`config.mk`:
```
export PLATFORM = sky130hd
export DESIGN_NAME = kbd_fifo
export DESIGN_NICKNAME = d
export VERILOG_FILES = /design/src/rtl/kbd_fifo.sv
export SDC_FILE = /design/constraint.sdc
export NUM_CORES = 1
export LEC_CHECK = 0
export ABC_AREA = 1
export CORE_MARGIN = 10
export CORE_UTILIZATION = 28
export DETAILED_ROUTE_END_ITERATION = 10
export DONT_BUFFER_PORTS = 1
export SLEW_MARGIN = 15
export SYNTH_ARGS = -nofsm -noshare
export SYNTH_HDL_FRONTEND = slang
export SYNTH_SLANG_ARGS = --single-unit
```
`constraint.sdc`:
```
create_clock -name clock -period 2.8 [get_ports clock]
set_clock_uncertainty 0.1 [all_clocks]
set_input_delay 0.7 -clock clock [delete_from_list [all_inputs] [get_ports clock]]
set_output_delay 0.7 -clock clock [all_outputs]
set_load 0.05 [all_outputs]
```
`src/rtl/kbd_fifo.sv`:
```
// Keyboard scancode FIFO: captures one code per ps2_hit rising edge, pops on rd,
// show-ahead dout; full policy selectable (drop incoming or overwrite oldest).
module kbd_fifo #(
  parameter int WIDTH      = 8,
  parameter int DEPTH_LOG2 = 4,
  parameter bit OVERWRITE  = 1'b0
) (
  input  logic                  clock,
  input  logic                  reset,
  input  logic                  ps2_hit,
  input  logic [WIDTH-1:0]      ps2_data,
  input  logic                  rd,
  input  logic                  clr,
  input  logic                  irq_en,
  output logic [WIDTH-1:0]      dout,
  output logic                  empty,
  output logic                  full,
  output logic [DEPTH_LOG2:0]   count,
  output logic                  overflow,
  output logic                  irq
);

  localparam int DEPTH = 1 << DEPTH_LOG2;

  logic [WIDTH-1:0]      r_mem [DEPTH];
  logic [DEPTH_LOG2-1:0] r_wptr;
  logic [DEPTH_LOG2-1:0] r_rptr;
  logic [DEPTH_LOG2:0]   r_count;
  logic                  r_overflow;
  logic                  r_hit_q;

  logic w_push;
  logic w_pop;
  logic w_full;
  logic w_empty;
  logic w_write;
  logic w_rd_adv;
  logic w_inc;
  logic w_dec;
  logic w_ovf;

  assign w_full  = (r_count == (DEPTH_LOG2+1)'(DEPTH));
  assign w_empty = (r_count == '0);
  assign w_push  = ps2_hit & ~r_hit_q;
  assign w_pop   = rd & ~w_empty;

  // A pop alongside a push into a full FIFO frees the slot, so both proceed in either mode.
  assign w_write  = w_push & (~w_full | w_pop | OVERWRITE);
  assign w_rd_adv = w_pop | (w_push & w_full & OVERWRITE);
  assign w_inc    = w_push & ~w_full & ~w_pop;
  assign w_dec    = w_pop & ~w_push;
  assign w_ovf    = w_push & w_full & ~w_pop;

  always_ff @(posedge clock or posedge reset) begin
    if (reset) begin
      r_wptr     <= '0;
      r_rptr     <= '0;
      r_count    <= '0;
      r_overflow <= 1'b0;
      r_hit_q    <= 1'b1;
    end else begin
      r_hit_q <= ps2_hit;
      if (clr) begin
        r_wptr     <= '0;
        r_rptr     <= '0;
        r_count    <= '0;
        r_overflow <= 1'b0;
      end else begin
        if (w_write)  r_wptr <= r_wptr + DEPTH_LOG2'(1);
        if (w_rd_adv) r_rptr <= r_rptr + DEPTH_LOG2'(1);
        if (w_inc)
          r_count <= r_count + (DEPTH_LOG2+1)'(1);
        else if (w_dec)
          r_count <= r_count - (DEPTH_LOG2+1)'(1);
        if (w_ovf) r_overflow <= 1'b1;
      end
    end
  end

  // Storage is deliberately left out of reset.
  always_ff @(posedge clock) begin
    if (w_write & ~clr & ~reset) r_mem[r_wptr] <= ps2_data;
  end

  assign dout     = w_empty ? '0 : r_mem[r_rptr];
  assign empty    = w_empty;
  assign full     = w_full;
  assign count    = r_count;
  assign overflow = r_overflow;
  assign irq      = irq_en & ~w_empty;

endmodule
```
* Word level (Yosys, flattened, before mapping)
Memory sizes are Yosys's and may differ from the RTL's. Cells that the tools add are included. Widths: inputs -> output; s select.
Cells by class: reductions and logical operators 5, bitwise operators 19, equality and inequality tests 1, $add $sub $neg 4, multiplexer cells 12
Operators by type and width (number):
- $mux 4 | 4
- $mux 5 | 3
- $and 1x1->1 | 11
- $add 4x1->4 const B | 2
- $mux 8 | 1
- $not 1->1 | 7
- $reduce_bool 2->1 | 3
- $add 5x1->5 const B | 1
- $eq 5x5->1 const B | 1
- $logic_not 5->1 | 1
- $sub 5x1->5 const B | 1
- $mux 1 | 4
- $reduce_bool 3->1 | 1
- $or 1x1->1 | 1
Word-level totals: bits in writable memories 128, register bits after elaboration 15, output and inout bits 17, input port bits 14, memories kept 1, word-level logic and storage cells 47
Memories:
- r_mem | words 16, bits a word 8, rd ports 1, clocked after Yosys merged registers in 0, write ports 1, line 25 | logic [WIDTH-1:0] r_mem [DEPTH];

* Depth between registers and ports, before layout
Gate-level depths: netlist of the first run.
depth after elaboration 9, depth in mapped cells 15, gate-level depth less buffers 15

* Worst setup path before layout of the first run
OpenSTA, ideal clock, no wires.
path type register to output, from register r_count[0], in the netlist count[0], to output port dout[0], slack -0.357 ns, data arrival time 2.357 ns, buffers on the path 0, data required time 2.000 ns, cell stages (with the launch flop) 5, cells stage by stage dfrtp_1 -> nor2_2 -> nand3_2 -> clkinv_1 -> a21oi_1
On the way: word-level cells in the longest chain between the ends 2
Ends and longest elaborated chain:
- start, declared | line 28 | logic [DEPTH_LOG2:0] r_count;
- start signal, assigned | line 72 | r_count <= r_count + (DEPTH_LOG2+1)'(1);
- start signal, assigned | line 74 | r_count <= r_count - (DEPTH_LOG2+1)'(1);
- $logic_not 5->1 | line 43 | assign w_empty = (r_count == '0);
- via empty | line 16 | output logic empty,
- $mux 8 | line 85 | assign dout = w_empty ? '0 : r_mem[r_rptr];
- end, declared | line 15 | output logic [WIDTH-1:0] dout,
The timed path passes the listed nets, and every way through them passes these cells.

* Worst setup path in the final report of the first run
from register r_rptr[0], to output port dout[7]
On the way: word-level cells in the longest chain between the ends 2
Ends and longest elaborated chain:
- start, declared | line 27 | logic [DEPTH_LOG2-1:0] r_rptr;
- start signal, assigned | line 70 | if (w_rd_adv) r_rptr <= r_rptr + DEPTH_LOG2'(1);
- $mem_v2 16x8
- $mux 8 | line 85
Every way passes these cells.

==> results of run 1 <==
[cells by family (layout without fill, tap and decap cells)]
kind of cell	Yosys count	in the layout
simple gates	336	336
flops	143	143
buf+inv	52	100
compound gates	19	19
fa+ha+maj	10	10
xor+xnor	3	3
[power by group through the flow]
stage                     clock network [W]  registers, W  logic [W]
after floorplan                           0       0.00257    0.00182
after global placement                    0       0.00245    0.00279
after detailed placement                  0       0.00245    0.00280
after CTS                           0.00226       0.00241    0.00281
after global routing                0.00235       0.00243    0.00324
final                               0.00222       0.00242    0.00299
[per-layer routing]
metal  vias to the layer above  track usage [%]  routed length (microns)  part of all wire [%]
met1                      2009             13.4                     6730                    45
met4                         0             3.15                      211                   1.4
met3                        20             3.43                      943                   6.3
li1                       2038                -                        -                     -
met2                       125             16.2                     7110                    47
met5                         -                0                        0                     0
[Yosys cell counts, drive strengths merged]
cell	count
buf	22
fa	1
nand3	107
inv	22
nand4	7
nor3	18
nand2	195
dfrtp	14
a21oi	11
edfxtp	128
clkinv	3
a31oi	1
clkbuf	5
o21ai	7
ha	9
nand3b	1
xor2	3
dfstp	1
nor2	8
[what timing repair did]
| action | CTS | global route |
|---|---|---|
| endpoints found under the setup margin | 8 | 8 |
| setup buffers | 0 | 0 |
| resized for setup | 2 | 8 |
| cloned | 0 | 4 |
| pin swaps | 0 | 1 |
[critical path: stages, from the launching register on]
cell	delay [ps]
dfrtp_2	450
clkinv_4	150
clkbuf_16	200
nand2_1	70
nand3_1	70
nand3_1	60
nand2_1	90
nand2_1	90
a21oi_4	200
buf_12	160
[layout make-up]
class / instances / area, sq um
clock buffers: 18 / 429
multi-input cells: 368 / 1860
repair buffers: 45 / 553
inverters: 25 / 104
fillers: 2156 / 14200
well taps: 280 / 350
clock inverters: 12 / 145
flip-flops and latches: 143 / 4220
[stage by stage]
stage,instances,hold slack [ps]
3_3_place_gp,857,529
5_1_grt,891,153
4_1_cts,887,142
6_report,891,151
3_5_place_dp,857,540
2_1_floorplan,563,487
[registers in the layout, indices dropped and copies added, names as in the netlist]
| name | count |
|---|---|
| r_mem | 128 |
| count | 5 |
| r_rptr | 4 |
| r_wptr | 4 |
| overflow | 1 |
| r_hit_q | 1 |
[worst paths after layout]
kind	startpoint	slack, ps	cells past startpoint	to
max in group asynchronous	reset	2200	2	r_hit_q
setup reg to reg	count[0]	530	13	count[4]
setup / recovery	r_rptr[0]	50	9	dout[7]
hold / removal	reset	150	2	count[0]
min in group clock	ps2_hit	170	0	r_hit_q
hold reg to reg	r_wptr[1]	550	2	r_wptr[1]
==> results.py, run 1 <==
metrics = {
    "route": {
        "drc_errors": 0,
        "via_per_inst": 4.70,
        "wirelength_mm": 15.0,
        "firstDrtPassIters": 5,
        "drtAntennaViolNets": 0,
        "dr.first_iter.drc_count": 347,
        "vias": 4192,
        "wl_per_cell_microns": 16.8,
    },
    "synth": {
        "ys_seq_area_share_pct": 67.4,
        "synth_area_sq_um": 6260,
        "syn_inst": 563,
        "yosys.area.top_type": "edfxtp_1",
        "syn_area_per_cell_sq_um": 11.1,
        "synth.distinct_cells": 31,
        "synth_top_area_share_pct": 61.4,
        "synth-xor-area-share_pct": 0.420,
        "synth_seq_cells": 143,
        "synth.area.top_cells": "edfxtp_1, nand2_1, nand3_1, dfrtp_1, ha_1",
        "yosys.area_share.simple_pct": 24.0,
        "synthMuxAreaShare_pct": 0,
        "synth_top_family_by_area": "simple AND/OR/NAND/NOR gates",
        "synthAdderAreaFrac_pct": 2.12,
        "synth_nets": 587,
        "synth_compound_area_share_pct": 1.72,
        "synth_warnings": 0,
    },
    "finish": {
        "antenna_cells": 0,
        "nets": 624,
        "area_growth_pct": 22.4,
        "utilization_pct": 35.0,
        "layout_commonest_cell": "nand2_1",
        "drive_gt1_share_pct": 16.4,
        "design_area_sq_um": 7660,
        "final_cell_mix": "nand2_1, edfxtp_1, nand3_1, buf_4, clkbuf_16",
    },
    "sta": {
        "tns_ps": 0,
        "worst_slew_pin_slew_ps": 518,
        "setup_violations": 0,
        "period_share_pct": 98.3,
        "rsz0062_at_grt": "yes",
        "timing.fmax_mhz": 363,
        "setup_ws_ps": 46.8,
        "relSlewSlack_pct": 65.4,
        "final_hold_viol_count": 0,
        "final_max_slew_viol_count": 0,
        "finalCriticalPeriod_ps": 2750,
    },
    "clock_tree": {
        "clkLatencyLatePin_ps": 430,
        "clkSinkCount": 143,
        "cts.root.buffer_cell": "clkbuf_16",
        "cts_buffer_depth": 2,
        "htreeDepth": 4,
        "cts-hold-fix-buffers": 0,
        "cts_tree": "yes",
        "clk_pin_slew_ps": 60,
        "cts_buffers": 17,
    },
    "setup_path": {
        "crit_type": "reg2out",
        "worstPathRequired_ps": 2000,
        "worstPathArrival_ps": 1950,
        "cp-end-kind": "output pin",
        "crit_fanout": 15,
        "startpoint_type": "register",
    },
    "floorplan": {
        "die_x_microns": 170,
        "ios": 31,
        "design.core.area_sq_um": 21900,
        "start_util_pct": 28.6,
        "die-area_sq_um": 28700,
        "placement_rows": 54,
        "dieHeight_microns": 170,
    },
    "power_and_ir_drop": {
        "power_w": 0.00763,
        "sw_frac_of_total_pct": 36.5,
        "p_sw_w": 0.00278,
        "power_frac_comb_pct": 39.2,
        "p_int_w": 0.00485,
        "p_per_area_nw_per_um2": 995,
        "vdd_drop_max_mv": 0.833,
        "clockPowerShare_pct": 29.1,
        "power.share.sequential_pct": 31.7,
        "p_leak_nw": 2.89,
    },
    "place": {
        "port_buffers": 0,
        "place_area_sq_um": 6960,
        "place_ws_ps": 416,
        "dpl.hpwl_mm": 9.32,
        "place.gp.congestion": 0.790,
    },
    "run_status": {
        "status": "completed",
    },
    "global_route": {
        "grt_pass1_wl_mm": 23.0,
        "antenna_found_initial": 0,
        "gr-usage-all-layers_pct": 10.4,
        "grt_pass1_vias": 4077,
        "grt_max_degree": 39,
        "grt.overflow.total": 0,
    },
    "job": {
        "maxCapViolations": 0,
    },
    "hold_path": {
        "worstHoldPathType": "in2async",
    },
}
(Power assumes the default switching activity.)
==> run 2: changes to the inputs <==
--- a/config.mk
+++ b/config.mk
@@ -6,10 +6,13 @@
 export NUM_CORES = 1
 export LEC_CHECK = 0
 export ABC_AREA = 1
+export CAP_MARGIN = 20
+export CORE_ASPECT_RATIO = 1.75
 export CORE_MARGIN = 10
-export CORE_UTILIZATION = 28
+export CORE_UTILIZATION = 60
 export DETAILED_ROUTE_END_ITERATION = 10
 export DONT_BUFFER_PORTS = 1
+export PLACE_DENSITY = 0.76
 export SLEW_MARGIN = 15
 export SYNTH_ARGS = -nofsm -noshare
 export SYNTH_HDL_FRONTEND = slang
==> run 2 against run 1 <==
  * The flow now finishes with violations (negative setup slack)
  * Largest cell class unchanged
  * Clock power increased by 6%
  * Worst hold slack improved by 29 ps
  * Largest power group unchanged
  * Utilization grew 40 points
  * Critical path depth unchanged
  * Die area down 48%
  * Routed wire length rose by 17%
  * Critical endpoint is now dout[1]
  * Total power is 6.7% higher
  * Sequential cell count unchanged
==> results.py, run 2 (synthesis results as in run 1) <==
metrics = {
    "run_status": {
        "status": "finished with violations",
        "violations": "negative setup slack",
    },
    "floorplan": {
        "ios": 31,
        "start_util_pct": 61.1,
        "dieHeight_microns": 155,
        "die_x_microns": 97.2,
        "placement_rows": 49,
        "die-area_sq_um": 15100,
        "design.core.area_sq_um": 10200,
    },
    "global_route": {
        "grt_pass1_wl_mm": 25.3,
        "grt_pass1_vias": 4670,
        "grt.overflow.total": 0,
        "antenna_found_initial": 0,
        "grt_max_degree": 29,
        "gr-usage-all-layers_pct": 21.5,
    },
    "clock_tree": {
        "cts_buffer_depth": 2,
        "cts.root.buffer_cell": "clkbuf_16",
        "cts-hold-fix-buffers": 0,
        "clk_pin_slew_ps": 60,
        "clkLatencyLatePin_ps": 400,
        "cts_buffers": 17,
        "clkSinkCount": 143,
        "cts_tree": "yes",
        "htreeDepth": 4,
    },
    "sta": {
        "rsz0062_at_grt": "yes",
        "period_share_pct": 100,
        "tns_ps": -25.5,
        "setup_violations": 2,
        "final_hold_viol_count": 0,
        "finalCriticalPeriod_ps": 2810,
        "final_max_slew_viol_count": 0,
        "worst_slew_pin_slew_ps": 627,
        "timing.fmax_mhz": 356,
        "setup_ws_ps": -12.9,
        "relSlewSlack_pct": 57.9,
    },
    "power_and_ir_drop": {
        "power.share.sequential_pct": 29.8,
        "clockPowerShare_pct": 28.9,
        "p_leak_nw": 2.99,
        "p_per_area_nw_per_um2": 1060,
        "power_frac_comb_pct": 41.4,
        "vdd_drop_max_mv": 1.19,
        "sw_frac_of_total_pct": 36.9,
        "p_sw_w": 0.00300,
        "power_w": 0.00814,
        "p_int_w": 0.00514,
    },
    "route": {
        "dr.first_iter.drc_count": 708,
        "drc_errors": 0,
        "drtAntennaViolNets": 0,
        "wl_per_cell_microns": 23.5,
        "wirelength_mm": 17.6,
        "vias": 4623,
        "via_per_inst": 6.19,
        "firstDrtPassIters": 5,
    },
    "job": {
        "maxCapViolations": 0,
    },
    "setup_path": {
        "crit_fanout": 7,
        "crit_type": "reg2out",
        "worstPathRequired_ps": 2000,
        "cp-end-kind": "output pin",
        "worstPathArrival_ps": 2010,
        "startpoint_type": "register",
    },
    "finish": {
        "layout_commonest_cell": "nand2_1",
        "n_fill_cell": 577,
        "largest_register": "r_mem",
        "final_cell_mix": "nand2_1, edfxtp_1, nand3_1, buf_4, clkbuf_16",
        "utilization_pct": 75.2,
        "area_growth_pct": 22.9,
        "drive_gt1_share_pct": 20.3,
        "antenna_cells": 0,
        "nets": 631,
        "largest_reg_flops": 128,
    },
    "place": {
        "port_buffers": 0,
        "dpl.hpwl_mm": 9.85,
        "place.gp.congestion": 0.832,
    },
    "hold_path": {
        "worstHoldPathType": "in2async",
    },
}
run 2: changes by cell type in the layout (fill, tap and decap cells not counted), moves of 2 or more:
| cell | before | now |
|---|---|---|
| nand2_1 | 191 | 180 |
| buf_16 | 0 | 2 |
| nand2_2 | 2 | 13 |
| nand3_1 | 106 | 101 |
| clkinvlp_4 | 2 | 0 |
| nand3_2 | 1 | 6 |
| clkinv_4 | 2 | 6 |
| buf_4 | 28 | 30 |
| clkinv_1 | 4 | 2 |
run 2: per-layer routing:
layer,up-vias,part of all wire (%),wire length (microns),GRT usage [%]
li1,2044,-,-,-
met1,2201,33,5720,22.4
met2,298,53,9330,38.9
met3,80,9.1,1590,5.94
met4,0,5.4,943,10.2
met5,-,0,0,0
run 2: stage by stage:
stage / area, sq um / cells / hold WS (ps) / setup WS (ps)
after floorplan: 6350 / 563 / 487 / 199
after global placement: 6770 / 703 / 518 / 354
after detailed placement: 6770 / 703 / 525 / 320
after CTS: 7490 / 740 / 178 / -18.8
after global routing: 7700 / 747 / 173 / -56.2
final: 7700 / 747 / 180 / -12.9
run 2: path summary, 6_finish.rpt:
path                                 from   endpoint  slack, ps  cells past startpoint
worst max register to register   count[0]   count[4]        500                     13
worst min-delay path                reset  r_wptr[2]        180                      2
min in group clock                ps2_hit    r_hit_q        190                      0
worst max-delay path            r_rptr[0]    dout[1]        -10                      9
max in group asynchronous           reset    r_hit_q       2170                      2
worst min register to register  r_rptr[2]  r_rptr[2]        550                      2
run 2: cell type report:
| class | count | area, sq um | area share, % |
|---|---|---|---|
| Sequential cell | 143 | 4220 | 54.9 |
| Clock inverter | 13 | 188 | 2.44 |
| Timing Repair Buffer | 52 | 679 | 8.83 |
| Clock buffer | 19 | 433 | 5.63 |
| Multi-Input combinational cell | 368 | 1910 | 24.9 |
| Tap cell | 127 | 159 | 2.06 |
| Inverter | 25 | 103 | 1.33 |
run 2: what timing repair did:
action	CTS	global route
gates resized for setup	2	25
buffers inserted	3	1
cloned	2	6
pin swaps	0	15
hold endpoints to repair	0	0
endpoints found under the setup margin	8	8
run 2: power groups by stage:
stage               Combinational [W]  Clock [W]  Sequential [W]
floorplan                     0.00182          0         0.00257
global placement              0.00271          0         0.00247
detailed placement            0.00278          0         0.00248
CTS                           0.00301    0.00235         0.00242
global route                  0.00354    0.00245         0.00243
finish                        0.00337    0.00235         0.00242
run 2: critical path: stages, from the launching register on:
cell and delay, ps:
dfrtp_2 440, buf_6 170, clkbuf_16 170, nand2_1 60
nand3_1 100, nand3_1 130, nand2_1 110, nand2_1 100
a21oi_4 160, buf_12 160
